[src/rtl/ex_mem_pipe_stage.sv]
// EX->MEM pipeline register with valid/ready handshake, stall and flush.
// Define EX_MEM_SKID_EN for a one-entry skid buffer and a registered ready_oe.
module ex_mem_pipe_stage #(
    parameter int WIDTH  = 32,
    parameter int REG_AW = 5
) (
    input  logic              clk_i,
    input  logic              reset_i,
    input  logic              flush_i,
    input  logic              valid_ie,
    output logic              ready_oe,
    input  logic              zero_ie,
    input  logic [WIDTH-1:0]  alu_out_ie,
    input  logic [WIDTH-1:0]  write_data_ie,
    input  logic [REG_AW-1:0] dst_reg_addr_ie,
    input  logic [WIDTH-1:0]  pc_branch_ie,
    input  logic              reg_write_ie,
    input  logic              mem_write_ie,
    input  logic              mem_to_reg_ie,
    input  logic              branch_ie,
    input  logic              ready_im,
    output logic              valid_om,
    output logic              zero_om,
    output logic [WIDTH-1:0]  alu_out_om,
    output logic [WIDTH-1:0]  write_data_om,
    output logic [REG_AW-1:0] dst_reg_addr_om,
    output logic [WIDTH-1:0]  pc_branch_om,
    output logic              reg_write_om,
    output logic              mem_write_om,
    output logic              mem_to_reg_om,
    output logic              branch_om
);

    typedef struct packed {
        logic              zero;
        logic [WIDTH-1:0]  alu_out;
        logic [WIDTH-1:0]  write_data;
        logic [REG_AW-1:0] dst;
        logic [WIDTH-1:0]  pc_branch;
    } data_t;

    typedef struct packed {
        logic reg_write;
        logic mem_write;
        logic mem_to_reg;
        logic branch;
    } ctrl_t;

    data_t in_d, main_d;
    ctrl_t in_c, main_c;
    logic  valid_q;
    logic  load_in;
    logic  drain;

    assign in_d = '{zero: zero_ie, alu_out: alu_out_ie,
                    write_data: write_data_ie, dst: dst_reg_addr_ie,
                    pc_branch: pc_branch_ie};
    assign in_c = '{reg_write: reg_write_ie, mem_write: mem_write_ie,
                    mem_to_reg: mem_to_reg_ie, branch: branch_ie};

    assign load_in = valid_ie & ready_oe;
    assign drain   = valid_q & ready_im;

`ifdef EX_MEM_SKID_EN
    data_t skid_d;
    ctrl_t skid_c;
    logic  skid_valid;

    // ready comes straight off the skid flop, so MEM never combinationally reaches EX
    assign ready_oe = ~skid_valid;

    always_ff @(posedge clk_i or posedge reset_i) begin
        if (reset_i) begin
            main_d     <= '0;
            main_c     <= '0;
            valid_q    <= 1'b0;
            skid_d     <= '0;
            skid_c     <= '0;
            skid_valid <= 1'b0;
        end else if (flush_i) begin
            main_c     <= '0;
            valid_q    <= 1'b0;
            skid_c     <= '0;
            skid_valid <= 1'b0;
        end else if (drain && skid_valid) begin
            main_d     <= skid_d;
            main_c     <= skid_c;
            skid_c     <= '0;
            skid_valid <= 1'b0;
        end else if (load_in && valid_q && !ready_im) begin
            skid_d     <= in_d;
            skid_c     <= in_c;
            skid_valid <= 1'b1;
        end else if (load_in) begin
            main_d  <= in_d;
            main_c  <= in_c;
            valid_q <= 1'b1;
        end else if (drain) begin
            main_c  <= '0;
            valid_q <= 1'b0;
        end
    end
`else
    assign ready_oe = ready_im | ~valid_q;

    always_ff @(posedge clk_i or posedge reset_i) begin
        if (reset_i) begin
            main_d  <= '0;
            main_c  <= '0;
            valid_q <= 1'b0;
        end else if (flush_i) begin
            main_c  <= '0;
            valid_q <= 1'b0;
        end else if (load_in) begin
            main_d  <= in_d;
            main_c  <= in_c;
            valid_q <= 1'b1;
        end else if (drain) begin
            main_c  <= '0;
            valid_q <= 1'b0;
        end
    end
`endif

    assign valid_om        = valid_q;
    assign zero_om         = main_d.zero;
    assign alu_out_om      = main_d.alu_out;
    assign write_data_om   = main_d.write_data;
    assign dst_reg_addr_om = main_d.dst;
    assign pc_branch_om    = main_d.pc_branch;
    assign reg_write_om    = main_c.reg_write;
    assign mem_write_om    = main_c.mem_write;
    assign mem_to_reg_om   = main_c.mem_to_reg;
    assign branch_om       = main_c.branch;

endmodule

[config.mk]
export PLATFORM = sky130hd
export DESIGN_NAME = ex_mem_pipe_stage
export DESIGN_NICKNAME = d
export VERILOG_FILES = /design/src/rtl/ex_mem_pipe_stage.sv
export SDC_FILE = /design/constraint.sdc
export NUM_CORES = 1
export LEC_CHECK = 0
export BUFFER_PORTS_ARGS = -buffer_cell sky130_fd_sc_hd__buf_2
export CAP_MARGIN = 20
export CORE_AREA = 2 2 112 114
export CTS_BUF_LIST = sky130_fd_sc_hd__clkbuf_4
export DETAILED_ROUTE_END_ITERATION = 8
export DIE_AREA = 0 0 114 116
export SLEW_MARGIN = 0
export SYNTH_ARGS = -nofsm -noshare
export SYNTH_HDL_FRONTEND = slang
export SYNTH_SLANG_ARGS = --single-unit
export TNS_END_PERCENT = 50
[constraint.sdc]
create_clock -name clk_i -period 4.7 [get_ports clk_i]
set_input_delay 1.175 -clock clk_i [delete_from_list [all_inputs] [get_ports clk_i]]
set_output_delay 1.175 -clock clk_i [all_outputs]
set_load 0.005 [all_outputs]
* Word-level counts from Yosys, hierarchy flattened
Index checks and enable logic that the tools add are counted.
Word-level totals: register bits after elaboration 107, latch bits 0, RAM bits 0, bits in read-only memories 0, input bits 111, output and inout port bits 108, logic and storage cells 23, memories kept 0
Cells by class: add/sub/neg operators 0, $mul 0, divide/modulo/power cells 0, $lt $le $gt $ge 0, eq/ne operators 0, shifts and indexed selects 0, muxes and demuxes 6, bitwise operators 5, reductions and logical operators 2
Operators by type and width (number):
- $mux 4 | 3
- $mux 1 | 3
- $reduce_bool 3->1 | 1
- $and 1x1->1 | 2
- $not 1->1 | 2
- $reduce_and 2->1 | 1
- $or 1x1->1 | 1

* Depth between registers and ports, before layout
depth in word-level cells 5, mapped depth 6, depth with buffers taken out 3

* Worst setup path before layout
Ideal clock, no wire load.
kind input -> output, start point input port ready_im, end point output port ready_oe, arrival 1.448 ns, required time 3.525 ns, path slack 2.077 ns, stages on the path 3, path buffers 1, cell sequence nor2b_1 buf_4 inv_1
Between the ends: word-level cells in the longest chain between the ends 1
Ends and longest elaborated chain:
- from (decl) | line 21 | input logic ready_im,
- $or 1x1->1 | line 104 | assign ready_oe = ready_im | ~valid_q;
- to (decl) | line 11 | output logic ready_oe,
Every way passes these cells.

* Worst setup path in the final report
Ends and elaborated chain as after synthesis.

==> results by group <==
Outcome
  • Run status: finished, final reports clean

Logic synthesis
  • Mux share of post-synthesis cell area: 0.288
  • Syn Inst Count: 244
  • Post-synth cell types: 15
  • Synth Area in Compound Gates: 0.0133
  • Yosys reg bits: 107
  • Largest family of logic cells by synthesized area: multiplexers
  • Post-synthesis adder-cell area fraction: 0
  • Mapped cell area: just over 4000 um2
  • Syn_nets: between 300 and 400
  • Seq/Total Area, Yosys: 0.648
  • Area share of and/or/nand/nor cells after synthesis: 0.0124
  • Share of the synthesized area in the top cell type: 0.648
  • Synth area leader: dfrtp_1
  • Yosys warns: 0
  • Post-Synth XOR/XNOR Area: 0
  • Syn_area_per_cell: 16.9 um2
  • Top cells by area, synth: dfrtp_1, mux2_1, mux2_2

Place
  • DP Worst Slack: between 1500 and 2000 ps
  • Port Buffer Count: 218
  • Gpl congestion: 0.744
  • Detailed placement HPWL: approximately 6700 um

Clocking
  • H-tree Lvls: 3
  • Root Driver: clkbuf_4
  • Clock Pin Slew Worst Setup and Hold Paths: 140 ps
  • Setup bufs post-CTS: 0
  • Clock Sinks: approximately 110
  • CTS tree: done
  • CTS max path bufs: 2
  • Num CTS Buffers: 9
  • Worst skew pair latency: around 440 ps
  • Post-cts resize count: 0
  • Hold buffers post-CTS: 0

Route
  • Drt drc: 0
  • WL per Instance: 14.5 um
  • Routed Wire Length: slightly below 9000 um
  • Iteration count of the initial detailed-routing pass: 6
  • Antenna viol nets, final: 0
  • DRT iter0 DRCs: approximately 150
  • Vias per Instance: 4.59
  • Total number of vias: 2826

Timing
  • Crit share post-route: 0.665
  • Worst hold slack: between 400 and 500 ps
  • Slew Limit Fails: 0
  • Clock skew: roughly 7.3 ps
  • Fmax: around 320 MHz
  • Final hold vios: 0
  • Final-report setup violation count: 0
  • Rel. slew slack: 0.640
  • RSZ-0062 raised after global routing: false
  • Slack of the critical path: 1570 ps
  • Slew of the pin with the lowest slew margin: 539 ps
  • Setup TNS Final: 0 ps
  • Final Critical Period: 3130 ps

Die
  • Row count: 40
  • Die footprint: 13200 um2
  • Die W: about 110 um
  • Starting Density: 0.347
  • Core outline area: about 12000 um2
  • DIE HEIGHT: about 120 um
  • # IOs: 219

Setup path
  • Worst Path Arrival: about 2000 ps
  • Reg2Reg Depth: 4
  • CP required: ~3500 ps
  • Crit path depth: 4
  • Critical Path Most Common Cell: buf_2
  • Critical path fanouts, max: 7
  • CP top delay family: simple AND/OR/NAND/NOR gates
  • Startpoint Class: input port
  • Setup crit end kind: output pin
  • CP Buf/Inv Count: 3
  • Worst path cell trace: buf_2 -> nor2b_1 -> inv_1 -> buf_2
  • WS Path Type: input port to output pin
  • Critical path's largest stage delay: approximately 440 ps
  • CP max-delay cell: nor2b_1

Cells and area
  • Ratio of cells with drive above 1 in the final layout: 0.565
  • Area occupied by multi-input gates: 1300 um2
  • Area grow syn2layout: 31.2%
  • # fillers: 1116
  • N_diodes: 0
  • Final Core Density: 0.455
  • Final #Nets: between 500 and 600
  • FF+latch area: between 2000 and 3000 um2

Power
  • Peak supply drop: ~0.00017 V
  • Leakage: 2.70 nW
  • Pwr/cell area: approximately 360 nW/um2

Global route
  • Initial antenna violation count: 0
  • First-pass GRT wire length: around 14000 um
  • Gr ovfl total: 0
  • Vias in the first global route: 2800
  • Largest net degree at the start of global routing: between 80 and 90
  • GRT Util Overall: 0.133

Min path
  • Hold path depth: 1
  • Worst min path class: flip-flop to flip-flop

Run
  • Max-cap violations: 0
## where the power goes
part           internal [W]  switching [W]
Combinational      0.000235       0.000172
Clock              0.000115       0.000275
Sequential          0.00107      0.0000692
Total               0.00142       0.000516
## synth_stat cells
library cell / number
nor3b_2: 1
buf_2: 3
dfrtp_1: 107
a21oi_1: 4
mux2i_1: 4
a32oi_1: 4
mux2_1: 80
buf_4: 1
nor2b_1: 1
or2_2: 4
nor2_1: 2
mux2_2: 22
buf_6: 1
buf_8: 8
inv_1: 2
## final timing paths
kind / slack, ps / start / end
setup / recovery: 1570 / ready_im / ready_oe
hold / removal: 500 / write_data_om[14]$_DFFE_PP0P_ / write_data_om[14]$_DFFE_PP0P_
setup reg to reg: 2750 / valid_om$_DFFE_PP0P_ / pc_branch_om[29]$_DFFE_PP0P_
hold reg to reg: 500 / write_data_om[14]$_DFFE_PP0P_ / write_data_om[14]$_DFFE_PP0P_
max in group asynchronous: 3300 / reset_i / write_data_om[30]$_DFFE_PP0P_
min in group asynchronous: 740 / reset_i / pc_branch_om[24]$_DFFE_PP0P_
## kinds of logic after synthesis
kind of cell,Yosys count
compound gates,8
simple gates,8
buf+inv,15
mux,106
flops,107
## per-stage QoR
| step | total power (W) | instances | instance area, um2 |
|---|---|---|---|
| after floorplan | 0.00134 | 244 | 4130 |
| after global placement | 0.00156 | 600 | 5290 |
| after detailed placement | 0.00158 | 600 | 5290 |
| after CTS | 0.00198 | 615 | 5400 |
| after global routing | 0.00207 | 616 | 5420 |
| final | 0.00194 | 616 | 5420 |
## layer usage
layer	global-route usage	routed length, um	vias to the layer above	share of wire
li1	-	-	1303	-
met1	0.158	3570	1388	0.40
met3	0.0492	761	12	0.085
met2	0.216	4450	123	0.50
met4	0.0659	162	0	0.018
met5	0	0	-	0
## final cells by class
type,count,share of cell area
clock buffer,11,0.0152
clock inverter,4,0.00346
inverter,2,0.00185
multi-input combinational,122,0.240
sequential,107,0.494
tap,147,0.0339
timing repair buffer,223,0.212
## cell usage in the layout, fill, tap and decap left out, types with 2 or more instances in the layout
cell / instances
a21oi_1: 4
a32oi_1: 4
buf_2: 218
buf_4: 4
clkbuf_4: 11
clkinv_2: 3
dfrtp_1: 107
mux2_1: 80
mux2_2: 22
mux2i_1: 4
nor2_1: 2
or2_2: 4
## worst register-to-register path, stage by stage (launching register included)
cell and delay, ps:
dfrtp_1 450, nor2b_1 240, nor3b_4 290, buf_4 450, mux2_2 410
## flip-flops by register name, summed over array words and instances (netlist names)
signal           cells
valid_om             1
mem_write_om         1
zero_om              1
write_data_om       32
mem_to_reg_om        1
alu_out_om          32
branch_om            1
reg_write_om         1
dst_reg_addr_om      5
pc_branch_om        32
(Power assumes the default switching activity.)
